## src/rtl/alu_share_arbiter_if.sv

```systemverilog
// Request/response bundle between two requesters and alu_share_arbiter.
// master = requester side, slave = arbiter side.
interface alu_share_arbiter_if #(
  parameter int DW = 8,
  parameter int FW = 5
);
  logic          req0_valid, req0_ready;
  logic [DW-1:0] req0_a, req0_b;
  logic [FW-1:0] req0_f;
  logic          req0_cin;
  logic          req1_valid, req1_ready;
  logic [DW-1:0] req1_a, req1_b;
  logic [FW-1:0] req1_f;
  logic          req1_cin;
  logic          rsp0_valid, rsp0_ready;
  logic          rsp1_valid, rsp1_ready;
  logic [DW-1:0] rsp_y;
  logic          rsp_cout;
  logic [1:0]    rsp_flag;

  modport master (
    output req0_valid, req0_a, req0_b, req0_f, req0_cin,
    output req1_valid, req1_a, req1_b, req1_f, req1_cin,
    output rsp0_ready, rsp1_ready,
    input  req0_ready, req1_ready, rsp0_valid, rsp1_valid,
    input  rsp_y, rsp_cout, rsp_flag
  );

  modport slave (
    input  req0_valid, req0_a, req0_b, req0_f, req0_cin,
    input  req1_valid, req1_a, req1_b, req1_f, req1_cin,
    input  rsp0_ready, rsp1_ready,
    output req0_ready, req1_ready, rsp0_valid, rsp1_valid,
    output rsp_y, rsp_cout, rsp_flag
  );
endinterface

```

## src/rtl/alu_share_arbiter.sv

```systemverilog
// Time-shares one eight_bit_alu between two requesters. One op in flight:
// IDLE (grant) -> EXEC (ALU evaluates registered operands) -> RESP (hold
// result until the granted requester takes it).
// Optional build macro: ALU_ARB_ROUND_ROBIN_EN selects round-robin
// arbitration on contention; otherwise requester 0 has fixed priority.
module alu_share_arbiter #(
  parameter int DW = 8,
  parameter int FW = 5
) (
  input  logic          clk,
  input  logic          rst_n,
  alu_share_arbiter_if.slave bus,
  output logic [DW-1:0] alu_a_o,
  output logic [DW-1:0] alu_b_o,
  output logic [FW-1:0] alu_f_o,
  output logic          alu_cin_o,
  input  logic [DW-1:0] alu_y_i,
  input  logic          alu_cout_i,
  input  logic [1:0]    alu_flag_i,
  output logic          busy
);

  typedef enum logic [1:0] {IDLE, EXEC, RESP} state_t;

  state_t        state_q, state_d;
  logic          gnt_q;
  logic          win;
  logic          any_vld;
  logic          accept;
  logic          rsp_rdy_g;
  logic [DW-1:0] y_q;
  logic          cout_q;
  logic [1:0]    flag_q;

  assign any_vld   = bus.req0_valid | bus.req1_valid;
  assign rsp_rdy_g = gnt_q ? bus.rsp1_ready : bus.rsp0_ready;

`ifdef ALU_ARB_ROUND_ROBIN_EN
  logic last_q;

  // On contention the requester that was not served last wins.
  assign win = (bus.req0_valid & bus.req1_valid) ? ~last_q : bus.req1_valid;

  // Pointer moves only when a response is actually consumed.
  always_ff @(posedge clk or negedge rst_n)
    if (!rst_n)                                last_q <= 1'b1;
    else if (state_q == RESP && rsp_rdy_g)     last_q <= gnt_q;
`else
  // Fixed priority: requester 0 whenever it is valid.
  assign win = ~bus.req0_valid;
`endif

  // State register.
  always_ff @(posedge clk or negedge rst_n)
    if (!rst_n) state_q <= IDLE;
    else        state_q <= state_d;

  // Next state, grant and response-valid decode. Ready is qualified by
  // rst_n so nothing is granted while reset is held.
  always_comb begin
    state_d        = state_q;
    accept         = 1'b0;
    bus.req0_ready = 1'b0;
    bus.req1_ready = 1'b0;
    bus.rsp0_valid = 1'b0;
    bus.rsp1_valid = 1'b0;
    case (state_q)
      IDLE: if (any_vld && rst_n) begin
        accept         = 1'b1;
        bus.req0_ready = ~win;
        bus.req1_ready = win;
        state_d        = EXEC;
      end
      EXEC: state_d = RESP;
      RESP: begin
        bus.rsp0_valid = ~gnt_q;
        bus.rsp1_valid = gnt_q;
        if (rsp_rdy_g) state_d = IDLE;
      end
      default: state_d = IDLE;
    endcase
  end

  // Operand registers feed the ALU directly and hold between ops.
  always_ff @(posedge clk or negedge rst_n)
    if (!rst_n) begin
      alu_a_o   <= '0;
      alu_b_o   <= '0;
      alu_f_o   <= '0;
      alu_cin_o <= 1'b0;
      gnt_q     <= 1'b0;
    end else if (accept) begin
      alu_a_o   <= win ? bus.req1_a   : bus.req0_a;
      alu_b_o   <= win ? bus.req1_b   : bus.req0_b;
      alu_f_o   <= win ? bus.req1_f   : bus.req0_f;
      alu_cin_o <= win ? bus.req1_cin : bus.req0_cin;
      gnt_q     <= win;
    end

  // Capture ALU result at the end of EXEC; held through RESP.
  always_ff @(posedge clk or negedge rst_n)
    if (!rst_n) begin
      y_q    <= '0;
      cout_q <= 1'b0;
      flag_q <= 2'b0;
    end else if (state_q == EXEC) begin
      y_q    <= alu_y_i;
      cout_q <= alu_cout_i;
      flag_q <= alu_flag_i;
    end

  assign bus.rsp_y    = y_q;
  assign bus.rsp_cout = cout_q;
  assign bus.rsp_flag = flag_q;
  assign busy         = (state_q != IDLE);

endmodule
```

## src/flat_wrapper.sv

```systemverilog
// flat-port wrapper written by rule: the top's interface ports become plain ports
module alu_share_arbiter_flat 
#(
  parameter int DW = 8,
  parameter int FW = 5
)
  (clk, rst_n, alu_a_o, alu_b_o, alu_f_o, alu_cin_o, alu_y_i, alu_cout_i, alu_flag_i, busy, bus_req0_valid, bus_req0_a, bus_req0_b, bus_req0_f, bus_req0_cin, bus_req1_valid, bus_req1_a, bus_req1_b, bus_req1_f, bus_req1_cin, bus_rsp0_ready, bus_rsp1_ready, bus_req0_ready, bus_req1_ready, bus_rsp0_valid, bus_rsp1_valid, bus_rsp_y, bus_rsp_cout, bus_rsp_flag);
  alu_share_arbiter_if #(.DW(DW), .FW(FW)) bus_i ();
  input  logic clk;
  input  logic rst_n;
  output logic [DW-1:0] alu_a_o;
  output logic [DW-1:0] alu_b_o;
  output logic [FW-1:0] alu_f_o;
  output logic alu_cin_o;
  input  logic [DW-1:0] alu_y_i;
  input  logic alu_cout_i;
  input  logic [1:0] alu_flag_i;
  output logic busy;
  input wire logic [$bits(bus_i.req0_valid)-1:0] bus_req0_valid;
  input wire logic [$bits(bus_i.req0_a)-1:0] bus_req0_a;
  input wire logic [$bits(bus_i.req0_b)-1:0] bus_req0_b;
  input wire logic [$bits(bus_i.req0_f)-1:0] bus_req0_f;
  input wire logic [$bits(bus_i.req0_cin)-1:0] bus_req0_cin;
  input wire logic [$bits(bus_i.req1_valid)-1:0] bus_req1_valid;
  input wire logic [$bits(bus_i.req1_a)-1:0] bus_req1_a;
  input wire logic [$bits(bus_i.req1_b)-1:0] bus_req1_b;
  input wire logic [$bits(bus_i.req1_f)-1:0] bus_req1_f;
  input wire logic [$bits(bus_i.req1_cin)-1:0] bus_req1_cin;
  input wire logic [$bits(bus_i.rsp0_ready)-1:0] bus_rsp0_ready;
  input wire logic [$bits(bus_i.rsp1_ready)-1:0] bus_rsp1_ready;
  output wire logic [$bits(bus_i.req0_ready)-1:0] bus_req0_ready;
  output wire logic [$bits(bus_i.req1_ready)-1:0] bus_req1_ready;
  output wire logic [$bits(bus_i.rsp0_valid)-1:0] bus_rsp0_valid;
  output wire logic [$bits(bus_i.rsp1_valid)-1:0] bus_rsp1_valid;
  output wire logic [$bits(bus_i.rsp_y)-1:0] bus_rsp_y;
  output wire logic [$bits(bus_i.rsp_cout)-1:0] bus_rsp_cout;
  output wire logic [$bits(bus_i.rsp_flag)-1:0] bus_rsp_flag;
  assign bus_i.req0_valid = bus_req0_valid;
  assign bus_i.req0_a = bus_req0_a;
  assign bus_i.req0_b = bus_req0_b;
  assign bus_i.req0_f = bus_req0_f;
  assign bus_i.req0_cin = bus_req0_cin;
  assign bus_i.req1_valid = bus_req1_valid;
  assign bus_i.req1_a = bus_req1_a;
  assign bus_i.req1_b = bus_req1_b;
  assign bus_i.req1_f = bus_req1_f;
  assign bus_i.req1_cin = bus_req1_cin;
  assign bus_i.rsp0_ready = bus_rsp0_ready;
  assign bus_i.rsp1_ready = bus_rsp1_ready;
  assign bus_req0_ready = bus_i.req0_ready;
  assign bus_req1_ready = bus_i.req1_ready;
  assign bus_rsp0_valid = bus_i.rsp0_valid;
  assign bus_rsp1_valid = bus_i.rsp1_valid;
  assign bus_rsp_y = bus_i.rsp_y;
  assign bus_rsp_cout = bus_i.rsp_cout;
  assign bus_rsp_flag = bus_i.rsp_flag;
  alu_share_arbiter #(.DW(DW), .FW(FW)) u_core (.clk(clk), .rst_n(rst_n), .bus(bus_i), .alu_a_o(alu_a_o), .alu_b_o(alu_b_o), .alu_f_o(alu_f_o), .alu_cin_o(alu_cin_o), .alu_y_i(alu_y_i), .alu_cout_i(alu_cout_i), .alu_flag_i(alu_flag_i), .busy(busy));
endmodule
```

## config.mk

```make
export PLATFORM = sky130hd
export DESIGN_NAME = alu_share_arbiter_flat
export DESIGN_NICKNAME = d
export VERILOG_FILES = /design/src/rtl/alu_share_arbiter_if.sv /design/src/rtl/alu_share_arbiter.sv /design/src/flat_wrapper.sv
export SDC_FILE = /design/constraint.sdc
export NUM_CORES = 1
export LEC_CHECK = 0
export ABC_AREA = 1
export ABC_CLOCK_PERIOD_IN_PS = 1400
export BUFFER_PORTS_ARGS = -buffer_cell sky130_fd_sc_hd__buf_2
export CAP_MARGIN = 5
export CORE_MARGIN = 3
export CORE_UTILIZATION = 44
export CTS_CLUSTER_SIZE = 8
export DETAILED_ROUTE_END_ITERATION = 8
export PLACE_DENSITY = 0.77
export SLEW_MARGIN = 20
export SYNTH_ARGS = -nofsm -noshare
export SYNTH_HDL_FRONTEND = slang
export SYNTH_SLANG_ARGS = --single-unit
```

## constraint.sdc

```tcl
create_clock -name clk -period 1.4 [get_ports clk]
set_input_delay 0.28 -clock clk [delete_from_list [all_inputs] [get_ports clk]]
set_output_delay 0.28 -clock clk [all_outputs]
set_load 0.005 [all_outputs]
```

==> load_flow_metrics.sql, run 1 <==
INSERT INTO impl_metrics (metric_group, metric, value, unit) VALUES
('outcome', 'outcome', 'complete, but fails checks', ''),
('outcome', 'failed_checks', 'negative setup slack', ''),
('timing', 'worst_slack', '-0.0891', 'ns'),
('critical_path', 'setup.worst_path.end_class', 'primary output', ''),
('timing', 'rsz0062_at_grt', 'true', ''),
('global_route', 'vias_in_the_first_global_route', '1738', ''),
('clocking', 'clock_sink_count', '36', ''),
('critical_path', 'instance_count_on_the_critical_path', '4', ''),
('power', 'swShare', '34.2', '%'),
('floorplanning', 'num_rows', '22', ''),
('synthesis', 'post_synth_num_cell_types', '16', ''),
('floorplanning', 'floorplan.die_area', '4790', 'um^2'),
('timing', 'timing_worst_slew_pin_value', '0.831', 'ns'),
('synthesis', 'mappedNetlistArea', '1760', 'um^2'),
('synthesis', 'synth-edff-count', '0', ''),
('critical_path', 'timing.setup.critical_path_class', 'reg2out', ''),
('hold_path', 'worstHoldPathType', 'in2async', ''),
('finish', 'final_nets', '408', ''),
('timing', 'report.final.setup_viol', '5', ''),
('global_route', 'antenna_violations_before_repair', '0', ''),
('routing', 'wl_per_cell', '12.0', 'um'),
('synthesis', 'synth.ff_latch_count', '36', ''),
('synthesis', 'synthFlopType', 'sky130_fd_sc_hd__dfrtp_1', ''),
('clocking', 'tritoncts.num_buffers', '5', ''),
('finish', 'drive_gt1_share', '37.1', '%'),
('power', 'vdd.ir_drop.worst', '0.866', 'mV'),
('timing', 'hold_viol', '0', ''),
('timing', 'fmax', '672', 'MHz'),
('routing', 'routed-via-count', '1854', ''),
('placement', 'io_buffers', '98', ''),
('global_route', 'grt.overflow.total', '0', ''),
('flow_run', 'timing.max_cap.violations', '0', ''),
('power', 'power.share.combinational', '37.9', '%'),
('synthesis', 'synthMostInstantiatedCell', 'sky130_fd_sc_hd__nand2_1', ''),
('synthesis', 'synth_fp_nets', '300', ''),
('timing', 'fin_hold_ws', '0.113', 'ns'),
('routing', 'antenna_violating_nets_post_route', '0', ''),
('power', 'power.density_cell_area', '1790', 'nW/um^2'),
('clocking', 'cts_max_path_buffers', '2', ''),
('timing', 'relSlewSlack', '44.5', '%'),
('power', 'leakage', '1.56', 'nW'),
('timing', 'final_min_period_over_clock_period', '106', '%'),
('critical_path', 'cp-start-kind', 'flop', ''),
('power', 'p_int', '2.93', 'mW'),
('routing', 'drtPass1Iterations', '4', ''),
('power', 'p_seq_share', '40.0', '%'),
('global_route', 'global_route.usage.total', '20.9', '%'),
('placement', 'detailed_place_hpwl', '3540', 'um'),
('critical_path', 'worstPathRequired', '1.12', 'ns'),
('synthesis', 'ys_top_cells_by_area', 'sky130_fd_sc_hd__dfrtp_1 51%, sky130_fd_sc_hd__nand2_1 30%, sky130_fd_sc_hd__nand3_1 9.4%', ''),
('floorplanning', 'core_area', '3740', 'um^2'),
('critical_path', 'cp_slowest_cell', 'sky130_fd_sc_hd__dfrtp_1', ''),
('synthesis', 'netlist_top_cells_count', '139 x sky130_fd_sc_hd__nand2_1, 36 x sky130_fd_sc_hd__dfrtp_1, 33 x sky130_fd_sc_hd__nand3_1', ''),
('global_route', 'maximum_number_of_pins_on_one_net_before_global_route_repair', '24', ''),
('timing', 'slew_viol_final', '0', ''),
('clocking', 'clock_tree.root_cell', 'sky130_fd_sc_hd__clkbuf_8', ''),
('finish', 'area_growth', '41.4', '%'),
('synthesis', 'synthesis.instances', '239', ''),
('synthesis', 'post-synth-top-area-fraction', '51.2', '%'),
('clocking', 'cts.htree.levels', '2', ''),
('finish', 'antennaDiodeCount', '0', ''),
('clocking', 'worstSkewPairLatency', '0.28', 'ns'),
('synthesis', 'postSynthAreaPerCell', '7.36', 'um^2'),
('global_route', 'first_pass_grt_wire_length', '8030', 'um'),
('routing', 'post_drt_via_cell_ratio', '4.68', ''),
('placement', 'gpl.final_weighted_congestion', '0.770', ''),
('routing', 'count_of_unresolved_drc_violations_after_routing', '0', ''),
('critical_path', 'critical-path-max-stage-delay', '0.42', 'ns'),
('synthesis', 'yosys_warnings', '0', ''),
('power', 'switching_power', '1.52', 'mW'),
('critical_path', 'worst-r2r-cell-count', '6', '');
[cell type report]
class | count | area (um^2)
well taps | 48 | 60.1
fillers | 339 | 1260
repair buffers | 114 | 613
inverters | 8 | 30.0
multi-input cells | 182 | 754
clock buffers | 7 | 96.3
clock inverters | 1 | 30.0
flip-flops and latches | 36 | 901
[layout by cell type (no fill, tap or decap)]
cell,n
sky130_fd_sc_hd__nand3_1,33
sky130_fd_sc_hd__nor2_4,1
sky130_fd_sc_hd__o21ai_1,1
sky130_fd_sc_hd__bufinv_16,1
sky130_fd_sc_hd__nand2_1,138
sky130_fd_sc_hd__inv_2,2
sky130_fd_sc_hd__dlygate4sd3_1,1
sky130_fd_sc_hd__dfrtp_1,36
sky130_fd_sc_hd__nand3_2,1
sky130_fd_sc_hd__buf_2,98
sky130_fd_sc_hd__clkbuf_8,7
sky130_fd_sc_hd__buf_4,15
sky130_fd_sc_hd__inv_1,6
sky130_fd_sc_hd__nor2_1,3
sky130_fd_sc_hd__nand2_2,1
sky130_fd_sc_hd__nand4_1,1
sky130_fd_sc_hd__or2_4,1
sky130_fd_sc_hd__nor2_2,2
[routing by layer]
metal  wire (um)  track usage (%)
met3         248             5.51
met4          72             8.24
met2        2410             33.3
met5           0                0
met1        2040             27.0
[power groups by stage]
| stage | combinational [mW] | clock (mW) | sequential, mW |
|---|---|---|---|
| 3_5_place_dp | 1.64 | 0 | 1.78 |
| 3_3_place_gp | 1.60 | 0 | 1.77 |
| 4_1_cts | 1.70 | 1.01 | 1.78 |
| 5_1_grt | 1.92 | 1.06 | 1.85 |
| 6_report | 1.69 | 0.984 | 1.78 |
| 2_1_floorplan | 0.787 | 0 | 1.82 |
[registers in the layout, indices dropped and copies added, names as in the netlist]
name,cells
u_core.alu_a_o,8
u_core.alu_b_o,8
u_core.alu_cin_o,1
u_core.alu_f_o,5
u_core.bus.rsp_cout,1
u_core.bus.rsp_flag,2
u_core.bus.rsp_y,8
u_core.gnt_q,1
u_core.state_q,2
[timing repair]
item / in CTS / in global routing
hold endpoints to repair: 13 / 0
setup endpoints to repair: 4 / 16
gates resized for setup: 2 / 2
hold buffers: 1 / 0
pin swaps: 4 / 1
setup buffers: 4 / 0
[stage by stage]
stage	std cells	worst slack, ns	power, mW	instance area (um^2)
after floorplan	239	0.136	2.61	1760
after global placement	383	0.00154	3.37	2310
after detailed placement	383	-0.0302	3.42	2310
after CTS	396	-0.0929	4.49	2480
after global routing	396	-0.168	4.82	2480
final	396	-0.0891	4.45	2480
[cells by family (layout without fill, tap and decap cells)]
kind of cell / Yosys count / in the layout / share of synthesized area [%]
AO/OA/AOI/OAI: 1 / 1 / 0.284
AND/OR/NAND/NOR: 181 / 181 / 42.2
flip-flops: 36 / 36 / 51.2
buffers and inverters: 21 / 130 / 6.26
[final timing paths]
path | start | endpoint | slack (ns)
hold / removal | rst_n | u_core.gnt_q | 0.11
setup / recovery | u_core.state_q[1] | bus_req1_ready | -0.09
min in group clk | alu_y_i[6] | u_core.bus.rsp_y[6] | 0.23
max in group asynchronous | rst_n | u_core.alu_b_o[1] | 0.34
hold reg to reg | u_core.bus.rsp_y[5] | u_core.bus.rsp_y[5] | 0.46
setup reg to reg | u_core.state_q[1] | u_core.alu_a_o[1] | 0.16
[tightest hold or removal path: cells and delay by family]
| family | cells | cell delay [ns] |
|---|---|---|
| buf+inv | 3 | 0.51 |
No activity file was read; power rests on OpenSTA's default activity.
==> run 2: changes to the inputs <==
CORE_MARGIN = unset   (was 3)
==> run 2 against run 1 <==
Effect of this change:
- the run still ends with negative setup slack left
- die area is 11% lower
- non-clock buffer count is 1 higher
- largest power group unchanged
- clock skew is 0.0016 ns lower
- cell count is 0.25% higher
- highest routed layer unchanged
- global-route usage is 2.1 points higher
- first-iteration DRC count is 6.9% lower
==> load_flow_metrics.sql, run 2 (synthesized netlist as in run 1, its figures left out) <==
INSERT INTO impl_metrics (metric_group, metric, value, unit) VALUES
('timing', 'clock_skew', '0.00574', 'ns'),
('clocking', 'cts.clk_slew.worst_paths', '0.07', 'ns'),
('clocking', 'clock_tree.root_cell', 'sky130_fd_sc_hd__clkbuf_8', ''),
('timing', 'layout_min_cycle_time', '1.47', 'ns'),
('critical_path', 'data_arrival_at_the_endpoint_of_the_critical_path', '1.19', 'ns'),
('routing', 'drtIter0Drc', '122', ''),
('floorplanning', 'floorplan.die_area', '4250', 'um^2'),
('power', 'leakage', '1.55', 'nW'),
('placement', 'placed_area', '2300', 'um^2'),
('routing', 'final_wirelength', '4480', 'um'),
('critical_path', 'worstPathRequired', '1.12', 'ns'),
('routing', 'wl_per_cell', '11.3', 'um'),
('clocking', 'cts_max_path_buffers', '2', ''),
('routing', 'dr_wl_met3', '204', 'um'),
('timing', 'relSlewSlack', '48.2', '%'),
('global_route', 'vias_in_the_first_global_route', '1747', ''),
('routing', 'met1Wirelength', '1950', 'um'),
('global_route', 'maximum_number_of_pins_on_one_net_before_global_route_repair', '25', ''),
('routing', 'count_of_unresolved_drc_violations_after_routing', '0', ''),
('finish', 'layout.cells.most_common', 'sky130_fd_sc_hd__nand2_1', ''),
('placement', 'detailed_place_hpwl', '3320', 'um'),
('critical_path', 'worst-path-max-fanout', '3', ''),
('routing', 'post_drt_via_cell_ratio', '4.66', ''),
('routing', 'routed-via-count', '1851', ''),
('outcome', 'failed_checks', 'negative setup slack', ''),
('routing', 'drtPass1Iterations', '5', ''),
('timing', 'fmax', '682', 'MHz'),
('placement', 'io_buffers', '98', ''),
('critical_path', 'setup.worst_path.end_class', 'primary output', ''),
('floorplanning', 'core_area', '3740', 'um^2'),
('floorplanning', 'num_ports', '99', ''),
('timing', 'timing_worst_slew_pin_value', '0.776', 'ns'),
('routing', 'antenna_violating_nets_post_route', '0', ''),
('global_route', 'global_route.usage.total', '23.0', '%'),
('global_route', 'first_pass_grt_wire_length', '7430', 'um'),
('floorplanning', 'start_util', '47.0', '%'),
('timing', 'slew_viol_final', '0', ''),
('floorplanning', 'num_rows', '22', ''),
('finish', 'final_nets', '409', ''),
('clocking', 'tritoncts.num_buffers', '5', ''),
('floorplanning', 'die_height', '65.2', 'um'),
('power', 'power.density_cell_area', '1710', 'nW/um^2'),
('finish', 'drive_gt1_share', '37.2', '%'),
('outcome', 'outcome', 'complete, but fails checks', ''),
('timing', 'fin_hold_ws', '0.231', 'ns'),
('global_route', 'grt.overflow.total', '0', ''),
('finish', 'area_growth', '40.6', '%'),
('finish', 'layout.cell_area.non_filler', '2470', 'um^2'),
('hold_path', 'worstHoldPathType', 'in2reg', ''),
('timing', 'hold_viol', '0', ''),
('global_route', 'antenna_violations_before_repair', '0', ''),
('placement', 'gpl.final_weighted_congestion', '0.783', ''),
('power', 'vdd.ir_drop.worst', '0.764', 'mV'),
('routing', 'route.met2.wl', '2310', 'um'),
('timing', 'rsz0062_at_grt', 'true', ''),
('timing', 'report.final.setup_viol', '4', ''),
('clocking', 'clock_sink_count', '36', ''),
('floorplanning', 'die_x_extent', '65.2', 'um'),
('clocking', 'worstSkewPairLatency', '0.28', 'ns'),
('routing', 'routed.top_layer', 'met4', ''),
('finish', 'antennaDiodeCount', '0', ''),
('critical_path', 'timing.setup.critical_path_class', 'reg2out', ''),
('timing', 'worst_slack', '-0.0663', 'ns'),
('flow_run', 'timing.max_cap.violations', '0', ''),
('timing', 'final_min_period_over_clock_period', '105', '%'),
('finish', 'layout.filler_cells', '349', ''),
('critical_path', 'cp-start-kind', 'flop', ''),
('finish', 'most-common-layout-cells', '138 x sky130_fd_sc_hd__nand2_1, 98 x sky130_fd_sc_hd__buf_2, 36 x sky130_fd_sc_hd__dfrtp_1, 33 x sky130_fd_sc_hd__nand3_1, 14 x sky130_fd_sc_hd__buf_4', ''),
('clocking', 'tritoncts', 'done', ''),
('clocking', 'cts.htree.levels', '2', '');
run 2: critical path, stage by stage (launching register included):
cell	delay, ns
sky130_fd_sc_hd__dfrtp_1	0.41
sky130_fd_sc_hd__inv_2	0.05
sky130_fd_sc_hd__or2_4	0.25
sky130_fd_sc_hd__nor2_2	0.09
sky130_fd_sc_hd__buf_2	0.11
run 2: path summary, 6_finish.rpt:
path | startpoint | endpoint | slack [ns] | cells after the start
setup / recovery | u_core.state_q[1] | bus_rsp1_valid | -0.07 | 4
hold reg to reg | u_core.bus.rsp_y[3] | u_core.bus.rsp_y[3] | 0.47 | 2
setup reg to reg | u_core.state_q[1] | u_core.bus.rsp_y[2] | 0.15 | 6
min in group asynchronous | rst_n | u_core.bus.rsp_y[7] | 0.38 | 3
max in group asynchronous | rst_n | u_core.alu_b_o[1] | 0.54 | 3
hold / removal | alu_y_i[4] | u_core.bus.rsp_y[4] | 0.23 | 3
run 2: final cells by class:
type / count / area, um^2 / share of cell area [%]
flip-flops and latches: 36 / 901 / 36.5
multi-input cells: 182 / 757 / 30.6
repair buffers: 115 / 629 / 25.5
clock buffers: 7 / 86.3 / 3.49
well taps: 48 / 60.1 / 2.43
inverters: 8 / 30.0 / 1.22
clock inverters: 1 / 7.51 / 0.304
run 2: where the power goes:
| part | internal [mW] | leakage (nW) | switching (mW) |
|---|---|---|---|
| sequential | 1.51 | 0.450 | 0.255 |
| combinational | 0.806 | 1.05 | 0.915 |
| clock | 0.400 | 0.0445 | 0.350 |
run 2: timing repair:
action / 4_1_cts / 5_1_grt
buffers inserted: 3 / 2
pin swaps: 1 / 1
hold buffers: 2 / 1
setup endpoints to repair: 5 / 27
gates resized for setup: 3 / 5
endpoints found under the hold margin: 36 / 19
run 2: metrics by stage:
| stage | std cells | worst slack (ns) | total power, mW | TNS (ns) | utilization, % |
|---|---|---|---|---|---|
| floorplan | 239 | 0.136 | 2.61 | 0 | - |
| global placement | 382 | 0.0291 | 3.35 | 0 | 61.5 |
| detailed placement | 382 | -0.0144 | 3.40 | -0.0144 | 61.5 |
| CTS | 395 | -0.0576 | 4.23 | -0.196 | 65.3 |
| global route | 397 | -0.137 | 4.58 | -0.513 | 66.0 |
| finish | 397 | -0.0663 | 4.24 | -0.181 | 66.0 |
run 2: metal layers:
layer  up-vias  track usage, %
li1        954               -
met1       843            26.7
met4         0            5.16
met5         -               0
met3         2            6.60
met2        52            41.4
